## config.mk

```make
export PLATFORM = sky130hd
export DESIGN_NAME = vc_req_credit_num_vc
export DESIGN_NICKNAME = d
export VERILOG_FILES = /design/src/rtl/vc_req_credit_num_vc.sv
export SDC_FILE = /design/constraint.sdc
export NUM_CORES = 1
export LEC_CHECK = 0
export BUFFER_PORTS_ARGS = -buffer_cell sky130_fd_sc_hd__buf_2
export CAP_MARGIN = 10
export CORE_AREA = 5 5 42 44
export DETAILED_ROUTE_END_ITERATION = 16
export DIE_AREA = 0 0 47 49
export GPL_TIMING_DRIVEN = 1
export PLACE_DENSITY = 0.55
export SYNTH_ARGS = -nofsm -noshare
export SYNTH_HDL_FRONTEND = slang
export SYNTH_SLANG_ARGS = --single-unit
```

## constraint.sdc

```tcl
create_clock -name clk -period 2.1 [get_ports clk]
set_input_delay 0.105 -clock clk [delete_from_list [all_inputs] [get_ports clk]]
set_output_delay 0.105 -clock clk [all_outputs]
set_load 0.005 [all_outputs]
```

## src/rtl/vc_req_credit_num_vc.sv

```systemverilog
// Per-VC credit tracking, request gating and packet-state tracking for a VC allocator.
// Optional sticky error detection is built when VC_REQ_CREDIT_ERR_EN is defined.
module vc_req_credit_num_vc #(
  parameter int NUM_VC  = 1,
  parameter int NUM_VN  = 3,
  parameter int CREDITS = 4,
  localparam int CW     = $clog2(CREDITS + 1)
) (
  input  logic                 clk,
  input  logic                 rst_n,
  input  logic [NUM_VC-1:0]    pending_in,
  input  logic [NUM_VC-1:0]    tail_in,
  input  logic [NUM_VC-1:0]    grant_in,
  input  logic [NUM_VC-1:0]    credit_in,
  output logic [NUM_VC-1:0]    req_out,
  output logic [NUM_VC-1:0]    grants_out,
  output logic [NUM_VC-1:0]    send_out,
  output logic [NUM_VC-1:0]    pkt_active_out,
  output logic [NUM_VC*CW-1:0] credit_cnt_out,
  output logic [1:0]           err_out
);

  if (NUM_VN < 1 || CREDITS < 1 || CREDITS > 255) begin : g_bad_cfg
    $error("vc_req_credit_num_vc: illegal NUM_VN or CREDITS");
  end

  // Handshake: a VC launches a flit (send_out) in the same cycle the arbiter
  // grant is accepted; acceptance needs a one-hot grant on a requesting VC.
  typedef enum logic {IDLE, PKT} state_t;

  localparam logic [CW-1:0] FULL = CW'(CREDITS);

  logic [CW-1:0]     cnt_q [NUM_VC];
  logic [CW-1:0]     cnt_d [NUM_VC];
  state_t            state_q [NUM_VC];
  state_t            state_d [NUM_VC];
  logic [NUM_VC-1:0] grants_q;
  logic [NUM_VC-1:0] has_credit;
  logic [NUM_VC-1:0] acc;
  logic              grant_onehot;

  assign grant_onehot = (grant_in != '0) &&
                        ((grant_in & (grant_in - NUM_VC'(1))) == '0);

  always_comb begin
    has_credit     = '0;
    pkt_active_out = '0;
    credit_cnt_out = '0;
    for (int i = 0; i < NUM_VC; i++) begin
      has_credit[i]            = (cnt_q[i] != '0);
      pkt_active_out[i]        = rst_n && (state_q[i] == PKT);
      credit_cnt_out[i*CW +: CW] = cnt_q[i];
    end
  end

  assign req_out    = rst_n ? (pending_in & has_credit) : '0;
  assign acc        = grant_in & req_out & {NUM_VC{grant_onehot}};
  assign send_out   = acc;
  assign grants_out = grants_q;

  // Counter next state: a grant and a credit in the same cycle cancel out.
  always_comb begin
    for (int i = 0; i < NUM_VC; i++) begin
      cnt_d[i] = cnt_q[i];
      if (acc[i] && !credit_in[i]) begin
        cnt_d[i] = cnt_q[i] - CW'(1);
      end else if (credit_in[i] && !acc[i] && (cnt_q[i] != FULL)) begin
        cnt_d[i] = cnt_q[i] + CW'(1);
      end
    end
  end

  always_comb begin
    for (int i = 0; i < NUM_VC; i++) begin
      state_d[i] = state_q[i];
      case (state_q[i])
        IDLE:    if (acc[i] && !tail_in[i]) state_d[i] = PKT;
        PKT:     if (acc[i] &&  tail_in[i]) state_d[i] = IDLE;
        default: state_d[i] = IDLE;
      endcase
    end
  end

  always_ff @(posedge clk) begin
    if (!rst_n) begin
      grants_q <= '0;
      for (int i = 0; i < NUM_VC; i++) begin
        cnt_q[i]   <= FULL;
        state_q[i] <= IDLE;
      end
    end else begin
      grants_q <= acc;
      for (int i = 0; i < NUM_VC; i++) begin
        cnt_q[i]   <= cnt_d[i];
        state_q[i] <= state_d[i];
      end
    end
  end

`ifdef VC_REQ_CREDIT_ERR_EN
  logic [NUM_VC-1:0] full_vec;
  logic [1:0]        err_q;
  logic [1:0]        err_d;

  always_comb begin
    full_vec = '0;
    for (int i = 0; i < NUM_VC; i++) begin
      full_vec[i] = (cnt_q[i] == FULL);
    end
  end

  // Overflow: credit returned to a full counter; illegal: any grant not accepted.
  always_comb begin
    err_d    = err_q;
    err_d[0] = err_q[0] | (|(credit_in & ~acc & full_vec));
    err_d[1] = err_q[1] | ((grant_in != '0) && (acc == '0));
  end

  always_ff @(posedge clk) begin
    if (!rst_n) begin
      err_q <= '0;
    end else begin
      err_q <= err_d;
    end
  end

  assign err_out = err_q;
`else
  assign err_out = 2'b00;
`endif

endmodule

```

# After elaboration in Yosys (flattened, before gate mapping)
# Memory sizes are Yosys's and may differ from the RTL's.
# Index checks and enable logic that the tools add are counted.
[totals]
ramBits = 4
ff_bits = 1
memories = 2
[op_classes]
mux = 12
eq_ne = 1
n_bitwise = 6
n_reduce_logical = 13
add_sub_neg = 3
[memory_table]
columns = ["name", "depth", "word_bits", "read_ports", "rd_clocked_by_memory_dff", "wr", "line_no", "rtl"]
rows = [
  ["cnt_q", 1, 3, 1, 0, 1, "33", "logic [CW-1:0] cnt_q [NUM_VC];"],
  ["state_q", 1, 1, 1, 0, 1, "35", "state_t state_q [NUM_VC];"],
]
[ops]
columns = ["cell", "n"]
rows = [
  ["$mux 3", 3],
  ["$mux 1", 8],
  ["$logic_and 1x1->1", 7],
  ["$and 1x1->1", 4],
  ["$add 3x1->3 const B", 1],
  ["$logic_not 1->1", 3],
  ["$ne 3x3->1 const B", 1],
  ["$reduce_bool 3->1", 1],
  ["$reduce_or 3->1", 1],
  ["$sub 3x1->3 const B", 1],
  ["$not 1->1", 2],
  ["$pmux 1 s2", 1],
  ["$reduce_or 1->1", 1],
  ["$sub 1x1->1 const B", 1],
]

# Longest topological paths before layout
# Gate-level depths: netlist of the first run.
# An unclocked memory read counts as a cell.
[depth]
ltp_word = 12
mapped_depth = 8
depth_no_buf = 8

# Worst setup path after synthesis of the first run
# No wires, ideal clock.
[synth_path]
kind = "register to register"
start = "memory cnt_q[0][2] in the netlist's numbering"
end = "memory cnt_q[0][2] in the netlist's numbering"
n_path_buf = 0
t_arrival_ns = 1.807
synth_period_minus_slack_ns = 1.931
required_time_ns = 1.977
setup_slack_ns = 0.169
path_stages_with_launch = 9
setup_ns = 0.123
cell_sequence = "dfxtp_1 -> o311a_4 -> nand2_8 -> nor2_1 -> xor2_1 -> ha_1 -> and3_1 -> mux2i_1 -> mux2_1"
[synth_between]
elab_chain_len = 12
word_cells_on_any_way = 16
[synth_lines]
columns = ["item", "line_no", "rtl"]
rows = [
  ["start, declared", "33", ""],
  ["$mem_v2 1x3 *", "--", ""],
  ["$reduce_bool 3->1 *", "50", "has_credit[i] = (cnt_q[i] != '0);"],
  ["$and 1x1->1 *", "56", "assign req_out = rst_n ? (pending_in & has_credit) : '0;"],
  ["$mux 1 *", "56", ""],
  ["named net req_out", "15", "output logic [NUM_VC-1:0] req_out,"],
  ["$and 1x1->1 * (2 in a row)", "57", "assign acc = grant_in & req_out & {NUM_VC{grant_onehot}};"],
  ["$logic_not 1->1", "67", "end else if (credit_in[i] && !acc[i] && (cnt_q[i] != FULL)) begin"],
  ["$logic_and 1x1->1 (2 in a row)", "67", ""],
  ["$mux 3", "67", ""],
  ["$mux 3 *", "65", "if (acc[i] && !credit_in[i]) begin"],
  ["$mux 3 (no source line) *", "--", ""],
]
# Mark *: on every way through the listed nets, which the timed path passes. The rest lies on a longest branch.

# Final worst setup path of the first run
[layout_path]
start = "memory cnt_q[0][2] in the netlist's numbering"
end = "memory cnt_q[0][2] in the netlist's numbering"
[layout_between]
elab_chain_len = 12
word_cells_on_any_way = 16
[layout_lines]
columns = ["item", "line_no"]
rows = [
  ["$mem_v2 1x3 *", "--"],
  ["$reduce_bool 3->1", "50"],
  ["$and 1x1->1", "56"],
  ["$mux 1", "56"],
  ["$and 1x1->1 (2 in a row)", "57"],
  ["$logic_not 1->1", "67"],
  ["$logic_and 1x1->1 (2 in a row)", "67"],
  ["$mux 3", "67"],
  ["$mux 3 *", "65"],
  ["$mux 3 (no source line) *", "--"],
]
# Every way passes the cells marked *; elsewhere a longest branch is shown, timed or not.

==> qor.csv, run 1 <==
stage,metric,value,unit
synth,post-synthesis mux area share,0.143,
setup_path,CP Max Fanout,5,
floorplanning,die area,2300,sq um
floorplanning,io pins,15,
timing,final worst setup slack,170,ps
setup_path,Max stage delay on crit path,410,ps
power,VDD IR max,0.252,mV
hold_path,hold path start,tail_in,
cts,CTS tree,built,
global_routing,first-pass GRT wire length,1.17,mm
cts,total CTS buffers,3,
setup_path,FF-to-FF End,cnt_q[0][2],
floorplanning,Starting Density,0.231,
synth,XOR/XNOR Fraction of Synth Area,0.0541,
timing,RSZ-0062 raised after global routing,false,
setup_path,Critical Path End Type,register,
synth,Compound-Gate Fraction of Synth Area,0.100,
cts,"Setup Fix Bufs, Post-CTS",0,
hold_path,Worst Hold End,state_q[0],
timing,"Hold Violations, Final",0,
setup_path,FF-to-FF Start,cnt_q[0][2],
synth,Syn Inst Count,34,
placed_design,pre-CTS setup slack,155,ps
cts,CTS root buf,clkbuf_4,
synth,Yosys reg bits,5,
setup_path,Reg2Reg Depth,8,
setup_path,Setup crit start kind,register,
power,PwrDens,610,nW/um^2
finish,"commonest non-fill, non-tap cell in the layout",buf_2,
cts,Resize count post-CTS,0,
route,drt initial violations,1,
finish,share of cells above drive strength 1,0.423,
route,total number of vias,279,
setup_path,CP Data Arrival Time,2050,ps
route,vias per cell,4.10,
hold_path,WHS Path Cells,2,
cts,Max clock buf depth,2,
floorplanning,row count,14,
finish,Area Overhead vs Synth,36.3,%
setup_path,Critical-path top delay cell,o311a_4,
route,Initial DRT Pass Iterations,2,
placed_design,GPL Wtd Cong,0.656,
global_routing,largest net degree at the start of global routing,9,
hold_path,Hold Path Class,input pin to register,
synth,"Avg Cell Area, Syn",9.53,sq um
flow_run,maximum capacitance violations,0,
finish,fin cells,68,
placed_design,dpl cells,64,
finish,"commonest cells after routing, fill and taps aside","12 x buf_2, 6 x nand2_1, 5 x dfxtp_1, 3 x clkbuf_4, 3 x buf_4",
timing,Final min period,1930,ps
synth,Synth Warn #,0,
global_routing,grt ovf,0,
timing,hold slack,61.4,ps
timing,final setup vio count,0,
setup_path,R2R Setup Slk,170,ps
synth,Mapped Area,324,sq um
placed_design,Port Buffers,12,
timing,Fmax,0.518,GHz
floorplanning,Die Y,49,um
timing,Clock Skews,1.14,ps
cts,clock sinks,5,
cts,worst skew pair latency,240,ps
route,Routed WL,654,um
timing,Max Slew Vio Count,0,
setup_path,CP required,2220,ps
route,# DRC,0,
route,Final ANT Viol Nets,0,
timing,Setup Total Neg Slack,0,ps
finish,Final #Nets,60,
power,Pleak,0.248,nW
synth,Adder-Cell Fraction of Synth Area,0.0386,
cts,Post-CTS Hold Fix Bufs,0,
synth,sequential-to-total area share from yosys stat,0.309,
floorplanning,Core Area,1400,sq um
global_routing,initial antenna violation count,0,
route,wire per inst,9.62,um
run_status,run status,"complete, no violations",
synth,simple-gate share of the synthesized area,0.274,
placed_design,DP HPWL,540,um
timing,crit share post-route,0.919,
finish,n_diodes,0,
global_routing,number of global-route vias before repair,293,
synth,count of cell types in the netlist,21,
synth,main combinational cell family by area after synthesis,simple AND/OR/NAND/NOR gates,
setup_path,CP cell instances,o311a_4 > nand2_8 > nor2_1 > xor2_1 > ha_1 > and3_1 > mux2i_1 > mux2_1,
setup_path,Setup CP Type,register to register,
global_routing,total track usage,0.0690,
floorplanning,Die Width,47,um
cts,"Reg clk slew, reported paths",40,ps
cts,Clock H-tree levels,1,
==> worst max-delay path by stage <==
| stage | endpoint | start | cells after the start |
|---|---|---|---|
| 2_1_floorplan | cnt_q[0][2] | cnt_q[0][2] | 8 |
| 3_3_place_gp | cnt_q[0][2] | cnt_q[0][2] | 8 |
| 3_5_place_dp | cnt_q[0][2] | cnt_q[0][2] | 8 |
| 4_1_cts | cnt_q[0][2] | cnt_q[0][2] | 8 |
| 5_1_grt | cnt_q[0][2] | cnt_q[0][2] | 8 |
| 6_report | cnt_q[0][2] | cnt_q[0][2] | 8 |
==> sequential cells by signal (all words and copies together), names as in the netlist <==
signal      cells
cnt_q           3
grants_out      1
state_q         1
==> report_power, final <==
group,total [mW],internal [mW],switching (mW)
Sequential,0.105,0.101,0.00337
Clock,0.108,0.0716,0.0360
Combinational,0.0573,0.0305,0.0268
Total,0.269,0.203,0.0662
==> layout make-up <==
| cell class | count | area, sq um |
|---|---|---|
| clock buffer | 4 | 26.3 |
| fill | 157 | 960 |
| inverter | 2 | 7.51 |
| multi-input combinational | 26 | 205 |
| sequential | 5 | 100 |
| tap | 16 | 20.0 |
| timing repair buffer | 15 | 82.6 |
==> kinds of logic after synthesis <==
kind of cell / after synthesis
compound gates: 3
xor+xnor: 2
fa+ha+maj: 1
buf+inv: 4
flops: 5
mux: 4
other cells: 1
simple gates: 14
==> worst max-delay path: cells and delay by family, from the launching register on <==
family                   cells  cell delay [ps]
XOR/XNOR                     1              140
multiplexers                 2              470
flip-flops                   1              330
AND/OR/NAND/NOR              3              270
adder cells (fa/ha/maj)      1              190
AO/OA/AOI/OAI                1              410
==> per-layer routing <==
layer  up-vias  global-route usage  part of all wire
met5         -                   0                 0
met4         0              0.0553             0.021
met3         2              0.0185             0.070
met2        14              0.0882              0.39
met1       117              0.0923              0.52
li1        146                   -                 -
==> cell usage after synthesis <==
library cell / count / area, sq um
or3b_1: 1 / 8.76
inv_1: 2 / 7.51
buf_4: 2 / 15.0
o311a_4: 1 / 21.3
conb_1: 1 / 3.75
nor3_1: 1 / 5.00
mux2_1: 1 / 11.3
mux2_4: 1 / 15.0
dfxtp_1: 5 / 100
or2b_1: 2 / 15.0
xnor2_1: 1 / 8.76
and2_2: 1 / 7.51
xor2_1: 1 / 8.76
o21ai_0: 1 / 5.00
nand2_1: 6 / 22.5
nor2_1: 1 / 3.75
and3_1: 1 / 6.26
mux2i_1: 2 / 20.0
o22ai_1: 1 / 6.26
ha_1: 1 / 12.5
nand2_8: 1 / 20.0
==> stage by stage <==
stage / cell area (sq um) / power, mW / utilization
after CTS: 442 / 0.275 / 0.315
final: 442 / 0.269 / 0.315
after floorplan: 328 / 0.141 / -
after global placement: 415 / 0.164 / 0.296
after detailed placement: 415 / 0.164 / 0.296
after global routing: 442 / 0.291 / 0.315
(Power assumes the default switching activity.)
==> inputs of run 2 (changes only) <==
Settings changed: REMOVE_ABC_BUFFERS set to 1.
==> run 2 against run 1 <==
Effect of this change:
- clock skew rose by 1.5 ps
- register-to-register slack about the same
- cell count is the same
- die area stayed put
- sequential cell count is the same
- via count up 2.2%
- power down 0.15%
- largest cell class unchanged
- largest power group unchanged
- highest routed layer unchanged
- critical path type unchanged
==> qor.csv, run 2 (synthesis gave the netlist of run 1 again) <==
stage,metric,value,unit
cts,"Reg clk slew, reported paths",40,ps
cts,Max clock buf depth,2,
finish,n_diodes,0,
route,Final ANT Viol Nets,0,
run_status,run status,"complete, no violations",
route,drt initial violations,1,
setup_path,CP cell instances,o311a_4 > nand2_8 > nor2_1 > xor2_1 > ha_1 > and3_1 > mux2i_1 > mux2_1,
timing,Clock Skews,2.66,ps
finish,share of cells above drive strength 1,0.423,
global_routing,first-pass GRT wire length,1.15,mm
setup_path,Setup crit start kind,register,
cts,Resize count post-CTS,0,
power,Pleak,0.248,nW
floorplanning,Core Area,1400,sq um
finish,Area Overhead vs Synth,36.3,%
floorplanning,Die Width,47,um
timing,Fmax,0.516,GHz
setup_path,FF-to-FF End,cnt_q[0][2],
setup_path,Setup CP Type,register to register,
global_routing,total track usage,0.0724,
cts,total CTS buffers,3,
floorplanning,die area,2300,sq um
global_routing,initial antenna violation count,0,
cts,"Setup Fix Bufs, Post-CTS",0,
hold_path,Hold Path Class,input pin to register,
cts,CTS root buf,clkbuf_4,
route,vias per cell,4.19,
setup_path,crit path buf inv count,0,
route,# DRC,0,
setup_path,CP required,2220,ps
timing,final setup vio count,0,
floorplanning,row count,14,
flow_run,maximum capacitance violations,0,
setup_path,Critical-path top delay cell,o311a_4,
floorplanning,Starting Density,0.231,
finish,"commonest non-fill, non-tap cell in the layout",buf_2,
finish,Top reg by flops,cnt_q,
placed_design,GPL Wtd Cong,0.698,
timing,Max Slew Vio Count,0,
timing,RSZ-0062 raised after global routing,false,
timing,Setup Total Neg Slack,0,ps
power,PwrDens,609,nW/um^2
global_routing,largest net degree at the start of global routing,9,
route,Initial DRT Pass Iterations,4,
setup_path,Max stage delay on crit path,420,ps
hold_path,Worst Hold End,state_q[0],
hold_path,WHS Path Cells,2,
setup_path,Reg2Reg Depth,8,
finish,fin area,442,sq um
finish,"commonest cells after routing, fill and taps aside","12 x buf_2, 6 x nand2_1, 5 x dfxtp_1, 3 x clkbuf_4, 3 x buf_4",
hold_path,hold path start,tail_in,
setup_path,CP Max Fanout,5,
timing,Final min period,1940,ps
floorplanning,io pins,15,
floorplanning,Die Y,49,um
finish,Fillers,156,
finish,Final #Nets,60,
route,total number of vias,285,
finish,max reg flops,3,
global_routing,grt ovf,0,
setup_path,cell family with most CP delay,multiplexers,
setup_path,Critical Path End Type,register,
cts,Post-CTS Hold Fix Bufs,0,
setup_path,R2R Setup Slk,160,ps
placed_design,DP HPWL,535,um
global_routing,number of global-route vias before repair,281,
placed_design,Area after DPL,415,sq um
cts,Clock H-tree levels,1,
timing,"Hold Violations, Final",0,
power,VDD IR max,0.216,mV
setup_path,CP Data Arrival Time,2050,ps
timing,crit share post-route,0.923,
cts,CTS tree,built,
setup_path,FF-to-FF Start,cnt_q[0][2],
cts,clock sinks,5,
route,wire per inst,9.62,um
placed_design,Port Buffers,12,
cts,worst skew pair latency,240,ps
route,Routed WL,654,um
run 2: cell type report:
type	instances	area, sq um	share of cell area
timing repair buffer	15	82.6	0.187
sequential	5	100	0.227
clock buffer	4	26.3	0.0595
multi-input combinational	26	205	0.465
inverter	2	7.51	0.0170
tap	16	20.0	0.0453
run 2: stage by stage:
step	worst slack (ps)	util	total power, mW	cells	hold WS, ps
2_1_floorplan	169	-	0.138	33	216
3_3_place_gp	177	0.296	0.164	64	303
3_5_place_dp	160	0.296	0.164	64	308
4_1_cts	153	0.315	0.277	68	55.0
5_1_grt	53.9	0.315	0.291	68	75.3
6_report	163	0.315	0.269	68	62.4
run 2: worst max path at each step:
stage	cells after the start	to	startpoint
2_1_floorplan	8	cnt_q[0][2]	cnt_q[0][2]
3_3_place_gp	8	cnt_q[0][2]	cnt_q[0][2]
3_5_place_dp	8	cnt_q[0][2]	cnt_q[0][2]
4_1_cts	8	cnt_q[0][2]	cnt_q[0][2]
5_1_grt	8	cnt_q[0][2]	cnt_q[0][2]
6_report	8	cnt_q[0][2]	cnt_q[0][2]
run 2: metal layers:
| layer | global-route usage | share of wire | wire (um) |
|---|---|---|---|
| met5 | 0 | 0 | 0 |
| met4 | 0.0553 | 0.015 | 10 |
| met3 | 0.0369 | 0.095 | 62 |
| met2 | 0.0814 | 0.41 | 268 |
| met1 | 0.0985 | 0.48 | 313 |
run 2: power by group:
group	switching, mW	total [mW]	leakage (nW)	internal, mW
Clock	0.0355	0.107	0.0150	0.0716
Sequential	0.00349	0.105	0.0408	0.101
Combinational	0.0268	0.0574	0.192	0.0306
Total	0.0658	0.269	0.248	0.203
==> inputs of run 3 (changes only) <==
--- a/config.mk
+++ b/config.mk
@@ -13,3 +13,3 @@
 export GPL_TIMING_DRIVEN = 1
-export PLACE_DENSITY = 0.55
+export PLACE_DENSITY = 0.57
 export REMOVE_ABC_BUFFERS = 1
==> constraint.sdc (replaced) <==
create_clock -name clk -period 1.6 [get_ports clk]
set_input_delay 0.24 -clock clk [delete_from_list [all_inputs] [get_ports clk]]
set_output_delay 0.24 -clock clk [all_outputs]
set_load 0.005 [all_outputs]
==> run 3 against run 2 <==
Effect of this change:
- the flow now finishes with violations (setup timing)
- sequential share of layout area is 1.9 points lower
- cell count grew 5.9%
- register-to-register slack lost 440 ps
- hold slack better by 140 ps
- via count up 6.7%
- largest cell class unchanged
- final area up 12%
- sequential cell count stayed put
- clock power grew 36%
- wire length is 11% higher
==> qor.csv, run 3 (synthesis gave the netlist of run 1 again) <==
stage,metric,value,unit
run_status,run status,"finished, violations left",
run_status,failing checks,setup timing,
finish,fin cells,72,
setup_path,crit path buf inv count,0,
timing,Clock Skews,2.70,ps
placed_design,DP HPWL,588,um
placed_design,Port Buffers,12,
cts,Post-CTS Hold Fix Bufs,0,
setup_path,Critical-path top delay cell,o311a_4,
floorplanning,Die Y,49,um
global_routing,first-pass GRT wire length,1.36,mm
placed_design,dpl cells,67,
setup_path,CP cell instances,o311a_4 > nand2_8 > nor2_2 > xor2_1 > ha_2 > and3_4 > mux2i_1 > mux2_1,
flow_run,maximum capacitance violations,0,
power,power share of the combinational group,0.237,
hold_path,Hold Path Class,input pin to register,
finish,max reg flops,3,
setup_path,Critical Path End Type,register,
finish,n_diodes,0,
setup_path,CP required,1730,ps
finish,"commonest cells after routing, fill and taps aside","12 x buf_2, 6 x nand2_1, 6 x buf_4, 3 x clkbuf_4, 3 x dfxtp_1",
route,# DRC,0,
timing,final setup vio count,2,
power,VDD IR max,0.460,mV
placed_design,pre-CTS setup slack,-341,ps
finish,Fillers,155,
global_routing,number of global-route vias before repair,344,
finish,share of cells above drive strength 1,0.571,
floorplanning,die area,2300,sq um
route,wire per inst,10.1,um
power,Pleak,0.264,nW
timing,"Hold Violations, Final",0,
floorplanning,io pins,15,
setup_path,Setup CP Type,register to register,
finish,Area Overhead vs Synth,52.5,%
global_routing,largest net degree at the start of global routing,8,
power,PwrDens,752,nW/um^2
global_routing,initial antenna violation count,0,
floorplanning,Starting Density,0.231,
route,vias per cell,4.22,
cts,total CTS buffers,3,
floorplanning,row count,14,
timing,RSZ-0062 raised after global routing,true,
finish,"commonest non-fill, non-tap cell in the layout",buf_2,
route,Routed WL,724,um
route,Initial DRT Pass Iterations,2,
cts,clock sinks,5,
timing,Max Slew Vio Count,0,
cts,Clock H-tree levels,1,
route,drt initial violations,1,
global_routing,grt ovf,0,
cts,worst skew pair latency,240,ps
placed_design,GPL Wtd Cong,0.642,
floorplanning,Core Area,1400,sq um
global_routing,total track usage,0.0824,
setup_path,Setup crit start kind,register,
route,total number of vias,304,
cts,CTS root buf,clkbuf_4,
setup_path,Max stage delay on crit path,400,ps
power,Clock power frac,0.393,
cts,"Reg clk slew, reported paths",40,ps
floorplanning,Die Width,47,um
power,Switching Share,0.259,
timing,Final min period,1870,ps
setup_path,cell family with most CP delay,multiplexers,
finish,Top reg by flops,cnt_q,
power,switching pwr,0.0964,mW
setup_path,CP Data Arrival Time,2000,ps
setup_path,CP Max Fanout,2,
timing,Fmax,0.533,GHz
route,Final ANT Viol Nets,0,
power,internal power,0.275,mW
timing,crit share post-route,1.17,
cts,Max clock buf depth,2,
cts,CTS tree,built,
power,sequential power share,0.370,
timing,final worst setup slack,-275,ps
finish,Final #Nets,64,
run 3: changes by cell type in the layout (fill, tap and decap cells not counted), sizes merged:
cell  before  now
buf       15   19
run 3: path summary, 6_finish.rpt:
check | from | end | slack, ps | depth (start not counted)
max | cnt_q[0][2] | cnt_q[0][2] | -270 | 8
min | tail_in | state_q[0] | 200 | 2
max reg2reg | cnt_q[0][2] | cnt_q[0][2] | -270 | 8
min reg2reg | state_q[0] | state_q[0] | 570 | 3
run 3: stage by stage:
stage	area, sq um	power, mW	util	hold WS (ps)	setup TNS [ps]
after floorplan	313	0.182	-	351	-331
after global placement	438	0.221	0.313	436	-288
after detailed placement	438	0.222	0.313	452	-341
after CTS	487	0.380	0.347	190	-357
after global routing	494	0.405	0.353	196	-455
final	494	0.372	0.353	200	-297
run 3: repair_timing:
action / 4_1_cts / 5_1_grt
gates cloned: 0 / 0
resized for setup: 5 / 2
setup endpoints to repair: 1 / 3
buffers inserted: 1 / 0
pin swaps: 5 / 2
run 3: power groups by stage:
stage	sequential [mW]	clock [mW]	combinational, mW
after global placement	0.139	0	0.0819
after global routing	0.138	0.167	0.100
final	0.138	0.146	0.0880
after detailed placement	0.139	0	0.0833
after floorplan	0.142	0	0.0393
after CTS	0.137	0.156	0.0867
run 3: layout make-up:
class,instances,area [sq um],area share
repair buffers,19,116,0.235
well taps,16,20.0,0.0405
clock buffers,4,26.3,0.0532
inverters,2,7.51,0.0152
flip-flops and latches,5,103,0.208
multi-input cells,26,221,0.448
run 3: metal layers:
metal	vias to the layer above	wire (um)	global-route usage
met5	-	0	0
met4	0	29	0.0691
met3	3	49	0.0111
met2	14	333	0.120
met1	133	312	0.101
li1	154	-	-
run 3: worst register-to-register path, cell delays in order, from the launching register on:
cell and delay [ps]:
dfxtp_1 310, o311a_4 400, nand2_8 70, nor2_2 30, xor2_1 150, ha_2 170
and3_4 140, mux2i_1 150, mux2_1 340
